`config.mk`:
```
export PLATFORM = sky130hd
export DESIGN_NAME = voice_allocator
export DESIGN_NICKNAME = d
export VERILOG_FILES = /design/src/rtl/voice_allocator.sv
export SDC_FILE = /design/constraint.sdc
export NUM_CORES = 1
export LEC_CHECK = 0
export ABC_AREA = 1
export BUFFER_PORTS_ARGS = -buffer_cell sky130_fd_sc_hd__buf_4
export CORE_MARGIN = 5
export CORE_UTILIZATION = 34
export DETAILED_ROUTE_END_ITERATION = 8
export SYNTH_ARGS = -nofsm -noshare
export SYNTH_HDL_FRONTEND = slang
export SYNTH_SLANG_ARGS = --single-unit
```
`constraint.sdc`:
```
create_clock -name clk -period 1.5 [get_ports clk]
set_input_delay 0.3 -clock clk [delete_from_list [all_inputs] [get_ports clk]]
set_output_delay 0.3 -clock clk [all_outputs]
set_load 0.02 [all_outputs]
```
`src/rtl/voice_allocator.sv`:
```
// Polyphonic voice allocator: maps note_on/note_off requests onto NUM_VOICES slots with age tracking.
// Optional macro VOICE_STEAL_EN: when the table is full, a new note_on replaces the oldest active voice.
module voice_allocator #(
  parameter int NUM_VOICES = 4
) (
  input  logic                  clk,
  input  logic                  reset,
  input  logic                  note_on,
  input  logic                  note_off,
  input  logic [3:0]            note,
  input  logic [2:0]            octave,
  input  logic [5:0]            amplitude,
  output logic                  ready,
  output logic [NUM_VOICES-1:0] voice_ld,
  output logic [NUM_VOICES-1:0] voice_off,
  output logic [3:0]            voice_note,
  output logic [2:0]            voice_octave,
  output logic [5:0]            voice_amp,
  output logic [NUM_VOICES-1:0] voice_active,
  output logic                  stolen,
  output logic                  dropped
);

  localparam int AW = $clog2(NUM_VOICES);

  typedef enum logic [1:0] {IDLE, SEARCH, LOAD, RELEASE} state_t;

  state_t                state_q, state_d;
  logic                  req_off_q, req_off_d;
  logic [3:0]            note_q, note_d;
  logic [2:0]            oct_q, oct_d;
  logic [5:0]            amp_q, amp_d;
  logic [AW-1:0]         sel_q, sel_d;
  logic                  nofit_q, nofit_d;
  logic                  drop_q, drop_d;
  logic [NUM_VOICES-1:0] active_q, active_d;
  logic [3:0]            note_tab_q [NUM_VOICES];
  logic [3:0]            note_tab_d [NUM_VOICES];
  logic [2:0]            oct_tab_q  [NUM_VOICES];
  logic [2:0]            oct_tab_d  [NUM_VOICES];
  logic [AW-1:0]         age_q      [NUM_VOICES];
  logic [AW-1:0]         age_d      [NUM_VOICES];

  logic [NUM_VOICES-1:0] match_vec;
  logic                  match_found, free_found;
  logic [AW-1:0]         match_idx, free_idx;
  logic                  ld_fire;

  genvar gi;
  generate
    for (gi = 0; gi < NUM_VOICES; gi++) begin : g_slot
      assign match_vec[gi] = active_q[gi] && (note_tab_q[gi] == note_q) && (oct_tab_q[gi] == oct_q);
      assign voice_ld[gi]  = ld_fire && (sel_q == AW'(gi));
      assign voice_off[gi] = (state_q == RELEASE) && (sel_q == AW'(gi));
    end
  endgenerate

  // Descending scan so the lowest index wins.
  always_comb begin
    match_found = 1'b0;
    match_idx   = '0;
    free_found  = 1'b0;
    free_idx    = '0;
    for (int i = NUM_VOICES - 1; i >= 0; i--) begin
      if (match_vec[i]) begin
        match_found = 1'b1;
        match_idx   = AW'(i);
      end
      if (!active_q[i]) begin
        free_found = 1'b1;
        free_idx   = AW'(i);
      end
    end
  end

`ifdef VOICE_STEAL_EN
  logic          steal_q, steal_d;
  logic [AW-1:0] old_idx, old_age;

  always_comb begin
    old_idx = '0;
    old_age = '0;
    for (int i = 0; i < NUM_VOICES; i++) begin
      if (active_q[i] && age_q[i] >= old_age) begin
        old_age = age_q[i];
        old_idx = AW'(i);
      end
    end
  end

  always_ff @(posedge clk) begin
    if (!reset) steal_q <= 1'b0;
    else        steal_q <= steal_d;
  end

  assign stolen = ld_fire && steal_q;
`else
  assign stolen = 1'b0;
`endif

  always_comb begin
    state_d    = state_q;
    req_off_d  = req_off_q;
    note_d     = note_q;
    oct_d      = oct_q;
    amp_d      = amp_q;
    sel_d      = sel_q;
    nofit_d    = nofit_q;
    drop_d     = 1'b0;
    active_d   = active_q;
    note_tab_d = note_tab_q;
    oct_tab_d  = oct_tab_q;
    age_d      = age_q;
`ifdef VOICE_STEAL_EN
    steal_d    = steal_q;
`endif
    case (state_q)
      IDLE: begin
        if (note_on || note_off) begin
          if (note > 4'd11) begin
            drop_d = 1'b1;
          end else begin
            req_off_d = note_off;
            note_d    = note;
            oct_d     = octave;
            amp_d     = note_off ? 6'd0 : amplitude;
            state_d   = SEARCH;
          end
        end
      end
      SEARCH: begin
        nofit_d = 1'b0;
`ifdef VOICE_STEAL_EN
        steal_d = 1'b0;
`endif
        if (req_off_q) begin
          sel_d   = match_idx;
          state_d = match_found ? RELEASE : IDLE;
        end else begin
          state_d = LOAD;
          if (match_found)     sel_d = match_idx;
          else if (free_found) sel_d = free_idx;
          else begin
`ifdef VOICE_STEAL_EN
            sel_d   = old_idx;
            steal_d = 1'b1;
`else
            nofit_d = 1'b1;
`endif
          end
        end
      end
      LOAD: begin
        state_d = IDLE;
        if (!nofit_q) begin
          for (int i = 0; i < NUM_VOICES; i++) begin
            if (active_q[i] && (AW'(i) != sel_q) &&
                (!active_q[sel_q] || (age_q[i] < age_q[sel_q])))
              age_d[i] = age_q[i] + AW'(1);
          end
          age_d[sel_q]      = '0;
          active_d[sel_q]   = 1'b1;
          note_tab_d[sel_q] = note_q;
          oct_tab_d[sel_q]  = oct_q;
        end
      end
      RELEASE: begin
        state_d = IDLE;
        // Close the gap left by the released slot so active ranks stay distinct and in range.
        for (int i = 0; i < NUM_VOICES; i++) begin
          if (active_q[i] && (AW'(i) != sel_q) && (age_q[i] > age_q[sel_q]))
            age_d[i] = age_q[i] - AW'(1);
        end
        active_d[sel_q] = 1'b0;
        age_d[sel_q]    = '0;
      end
      default: state_d = IDLE;
    endcase
  end

  always_ff @(posedge clk) begin
    if (!reset) begin
      state_q   <= IDLE;
      req_off_q <= 1'b0;
      note_q    <= '0;
      oct_q     <= '0;
      amp_q     <= '0;
      sel_q     <= '0;
      nofit_q   <= 1'b0;
      drop_q    <= 1'b0;
      active_q  <= '0;
      for (int i = 0; i < NUM_VOICES; i++) begin
        note_tab_q[i] <= '0;
        oct_tab_q[i]  <= '0;
        age_q[i]      <= '0;
      end
    end else begin
      state_q    <= state_d;
      req_off_q  <= req_off_d;
      note_q     <= note_d;
      oct_q      <= oct_d;
      amp_q      <= amp_d;
      sel_q      <= sel_d;
      nofit_q    <= nofit_d;
      drop_q     <= drop_d;
      active_q   <= active_d;
      note_tab_q <= note_tab_d;
      oct_tab_q  <= oct_tab_d;
      age_q      <= age_d;
    end
  end

  assign ld_fire      = (state_q == LOAD) && !nofit_q;
  assign ready        = (state_q == IDLE);
  assign voice_note   = ld_fire ? note_q : 4'd0;
  assign voice_octave = ld_fire ? oct_q : 3'd0;
  assign voice_amp    = ld_fire ? amp_q : 6'd0;
  assign voice_active = active_q;
  assign dropped      = drop_q || ((state_q == LOAD) && nofit_q);

endmodule

```
* Word level (Yosys, flattened, before mapping)
Index checks and enable logic that the tools add are counted.
** Word-level totals
- Register bits after elaboration :: 52
- Bits in latches :: 0
- Bits in writable memories :: 0
- Memory bits (read-only) :: 0
- Input bits :: 17
- Memories kept :: 0
** Operators by class
- Add/subtract/negate cells :: 0
- $mul :: 0
- Divide/modulo/power cells :: 0
- Order comparisons :: 5
- Equal/unequal tests :: 17
- Shift operators :: 0
- Multiplexer cells :: 42
- Bitwise logic cells :: 6
- Reductions and logical operators :: 34
** Operators by type and width (number)
- $mux W2 :: 15
- $logic_and A1 B1 Y1 :: 20
- $bwmux W16 :: 1
- $eq A4 B4 Y1 :: 4
- $mux W1 :: 13
- $bwmux W12 :: 1
- $eq A3 B3 Y1 :: 4
- $mux W4 :: 3
- $mux W6 :: 2
- $demux W4 S2 :: 1
- $eq A2 B2 Y1 const B :: 4
- $pmux W4 S2 :: 1
- $reduce_and A2 Y1 :: 4
- $demux W3 S2 :: 1
- $mux W3 :: 2
- $pmux W2 S3 :: 1
- $reduce_and A3 Y1 :: 2
- $and A4 B4 Y4 :: 1
- $eq A2 B1 Y1 const B :: 2
- $gt A4 B4 Y1 const B :: 1
- $logic_not A2 Y1 :: 2
- $ne A2 B2 Y1 const B :: 2
- $not A4 Y4 :: 1
- $or A4 B4 Y4 :: 1
- 13 further kinds :: 15

* Longest topological paths before layout
- Word-level depth :: 10
- Mapped depth :: 13
- Mapped depth without buffers :: 12

* Least setup slack after synthesis
No wires, ideal clock.
- Kind :: reg2out
- Start :: register state_q[1]
- End :: output port voice_amp[0]
- Arrival time :: 1.280 ns
- Path slack :: -0.080 ns
- Stages on the path, launching flop included :: 8
- Path buffers :: 1
- Cells stage by stage :: dfxtp_1 inv_2 nor2_1 inv_1 nor2_4 inv_2 buf_1 nor2_1
** Between the ends
- Cells in the longest elaborated chain, start to end :: 3
** RTL lines
- start: declaration :: line 28 : state_t state_q, state_d;
- start signal: assignment :: line 198 : state_q <= state_d;
- $eq A2 B2 Y1 :: line 213 : assign ld_fire = (state_q == LOAD) && !nofit_q;
- $logic_and A1 B1 Y1 :: line 213
- $mux W6 :: line 217 : assign voice_amp = ld_fire ? amp_q : 6'd0;
- end: declaration :: line 18 : output logic [5:0] voice_amp,
Every way passes these cells.

* Worst setup path in the final report
- Start :: register state_q[1]
- End :: output port voice_ld[2]
** Between the ends
- Cells in the longest elaborated chain, start to end :: 3
** RTL lines
- $eq A2 B2 Y1 :: line 213
- $logic_and A1 B1 Y1 :: line 213
- $logic_and A1 B1 Y1 :: line 53 : assign voice_ld[gi] = ld_fire && (sel_q == AW'(gi));
- end: declaration :: line 14 : output logic [NUM_VOICES-1:0] voice_ld,
Every way passes these cells.

==> impl_metrics.json <==
{
  "wl_met1_um": 3620,
  "cts_sinks": 52,
  "slew_headroom": 0.657,
  "dp_hpwl_um": 5650,
  "ys_async_sr_fraction": 0,
  "powerDensity_nw_per_um2": 886,
  "postRouteAntennaNets": 0,
  "cts_max_level": 2,
  "vias": 2909,
  "crit_arrival_ps": 1370,
  "netlist_instances": 426,
  "syn2layout_area_growth_pct": 42.9,
  "ys_types": 27,
  "fin_skew_ps": 7.47,
  "maxSlewViolCount": 0,
  "antenna_found_initial": 0,
  "wl_met3_um": 340,
  "grt_pass1_wl_um": 12000,
  "hold_path.class": "in -> reg",
  "drive_above_1_share": 0.398,
  "yosys_most_used_dff": "dfxtp_1",
  "grt.total_usage": 0.149,
  "ys_ff_latch": 52,
  "drt_iter0_markers": 84,
  "synthAdderAreaFrac": 0,
  "violations": "setup timing",
  "maxCapViolCount": 0,
  "drc": 0,
  "end_kind": "output port",
  "routed.top_layer": "met4",
  "start_util": 0.349,
  "crit_fanout": 2,
  "routed_via_density": 4.82,
  "p_total_mw": 3.44,
  "grt_pass1_vias": 2539,
  "n_fill_cell": 791,
  "cts_hold_buf": 0,
  "required_ps": 1200,
  "yosys.area.top_type_share": 0.384,
  "grt_overflow": 0,
  "dp_cells": 586,
  "startpoint_type": "flip-flop",
  "port-buffer-count": 43,
  "grt_max_degree": 22,
  "met2_wirelength_um": 3810,
  "rsz0062_at_grt": "yes",
  "synth_area_sq_um": 2710,
  "yosysSeqAreaShare": 0.384,
  "design_area_sq_um": 3880,
  "synth_warnings": 0,
  "dr.pass1.iters": 4,
  "antenna_cells": 0,
  "fin_crit_ps": 1670,
  "die_area_sq_um": 9870,
  "synth_compound_area_frac": 0.172,
  "die_h_um": 99.3,
  "synth_fp_nets": 443,
  "cts_buffers": 5,
  "syn_avg_cell_area_sq_um": 6.37,
  "worstSkewPairLatency_ps": 300,
  "cts-root-buf": "clkbuf_8",
  "yosys.area_share.xor_xnor": 0,
  "fin_nets": 518,
  "multi_input_area_sq_um": 1590,
  "crit_type": "reg -> out",
  "final-seq-area_sq_um": 1070,
  "synthMuxAreaShare": 0,
  "place_area_sq_um": 3320,
  "synth_top_family_by_area": "simple AND/OR/NAND/NOR gates",
  "synth_top_cell_by_area": "dfxtp_1",
  "hold_violations": 0,
  "min_period_over_period": 1.11,
  "wl_per_cell_um": 13.1,
  "dieWidth_um": 99.3,
  "yosys.area_share.simple": 0.321,
  "fmax_mhz": 601,
  "rows": 32,
  "gp_congestion": 0.877,
  "status": "finished with violations",
  "clk_pin_slew_worst_paths_ps": 100,
  "pin_count": 45,
  "synthTopCellsByArea": "dfxtp_1 38%, nand2_1 15%, nor2_1 8.0%, a21oi_1 7.4%, inv_1 7.1%",
  "cts_tree": "yes",
  "core_area_sq_um": 7770,
  "cts_buffer_depth": 2,
  "irDropWorstVdd_mv": 0.390,
  "synth-edff-count": 0,
  "finalWorstSetupSlack_ps": -165,
  "p_leak_nw": 1.69,
  "setup_viol": 30,
  "routed_wl_um": 7920,
  "tightest_slew_ps": 510,
  "final.setup.tns_ps": -3240,
  "finalNonFillerCells": 604
}
==> worst max-delay path: stages (launching register included) <==
cell     delay [ps]
dfxtp_2         360
inv_2            50
nor2_4           90
inv_2            50
nor2_4          120
buf_4           140
nand2_1          70
inv_2            70
buf_6           110
==> per-layer routing <==
metal	vias to the layer above	track usage
met5	-	0
met4	0	0.0441
met3	13	0.0386
met2	75	0.246
met1	1336	0.191
li1	1485	-
==> cells in the mapped netlist (2+ instances only) <==
cell      count
buf_2         5
a22oi_1       5
a211oi_1      2
dfxtp_1      52
nor3_1        2
nand2_1     112
nor2_2        6
buf_6         2
o21ai_1       6
nand3_1       9
nor2_1       58
nor2_4        4
nand2_2       4
buf_4         4
nand3b_1      2
a21oi_1      40
inv_2        11
clkbuf_1      5
inv_1        51
o21ai_0      35
nand4_1       5
==> repair_timing <==
item	in CTS	in global routing
buffers inserted	3	8
resized for setup	20	121
setup endpoints to repair	26	39
pin swaps	3	45
==> registers in the layout (all words and copies together) (netlist names), named ones only <==
register and cells:
amp_q 6, drop_q 1, state_q 2, nofit_q 1, req_off_q 1, note_q 4, oct_tab_q 12, oct_q 3
note_tab_q 16, sel_q 2
==> final cells by class <==
class,count,share of cell area
clock buffer,6,0.0187
inverter,62,0.0690
sequential,52,0.277
multi-input combinational,295,0.410
timing repair buffer,85,0.182
tap,102,0.0329
clock inverter,2,0.0100
==> worst paths after layout <==
path / startpoint / endpoint / slack, ps / depth (start not counted)
worst min-delay path: amplitude[2] / amp_q[2] / 220 / 3
worst max-delay path: state_q[1] / voice_ld[2] / -170 / 8
worst min register to register: amp_q[5] / amp_q[5] / 470 / 2
worst max register to register: state_q[1] / amp_q[5] / -150 / 11
==> per-stage QoR <==
| stage | utilization | setup slack, ps | hold slack [ps] |
|---|---|---|---|
| after floorplan | - | -80.4 | 430 |
| after global placement | 0.427 | -60.7 | 452 |
| after detailed placement | 0.427 | -76.6 | 457 |
| after CTS | 0.449 | -139 | 219 |
| after global routing | 0.499 | -237 | 217 |
| final | 0.499 | -165 | 219 |
==> power breakdown <==
part	switching (mW)	leakage, nW	total (mW)	internal [mW]
logic	0.506	1.21	0.904	0.398
clock network	0.490	0.0558	0.995	0.505
registers	0.0848	0.429	1.54	1.45
==> cell usage in the layout (no fill, tap or decap), types with 2 or more instances in the layout <==
master / instances
a21oi_1: 39
dfxtp_1: 40
clkbuf_8: 5
dfxtp_4: 7
nand2_1: 78
o21ai_1: 6
o21ai_0: 29
inv_1: 46
inv_2: 8
nand2_4: 7
inv_4: 3
dfxtp_2: 5
nand3b_1: 2
o21ai_2: 6
a22oi_2: 4
inv_6: 5
nand3_1: 8
nand4_1: 5
buf_4: 70
nor2_2: 14
nor3_2: 2
nor2_4: 11
nand2_2: 32
a211oi_1: 2
buf_6: 13
nor2_1: 43
==> kinds of logic after synthesis <==
group	after synthesis
flops	52
other cells	1
buf+inv	79
compound gates	89
simple gates	205
Note: power is estimated with default switching activity, not from simulation.
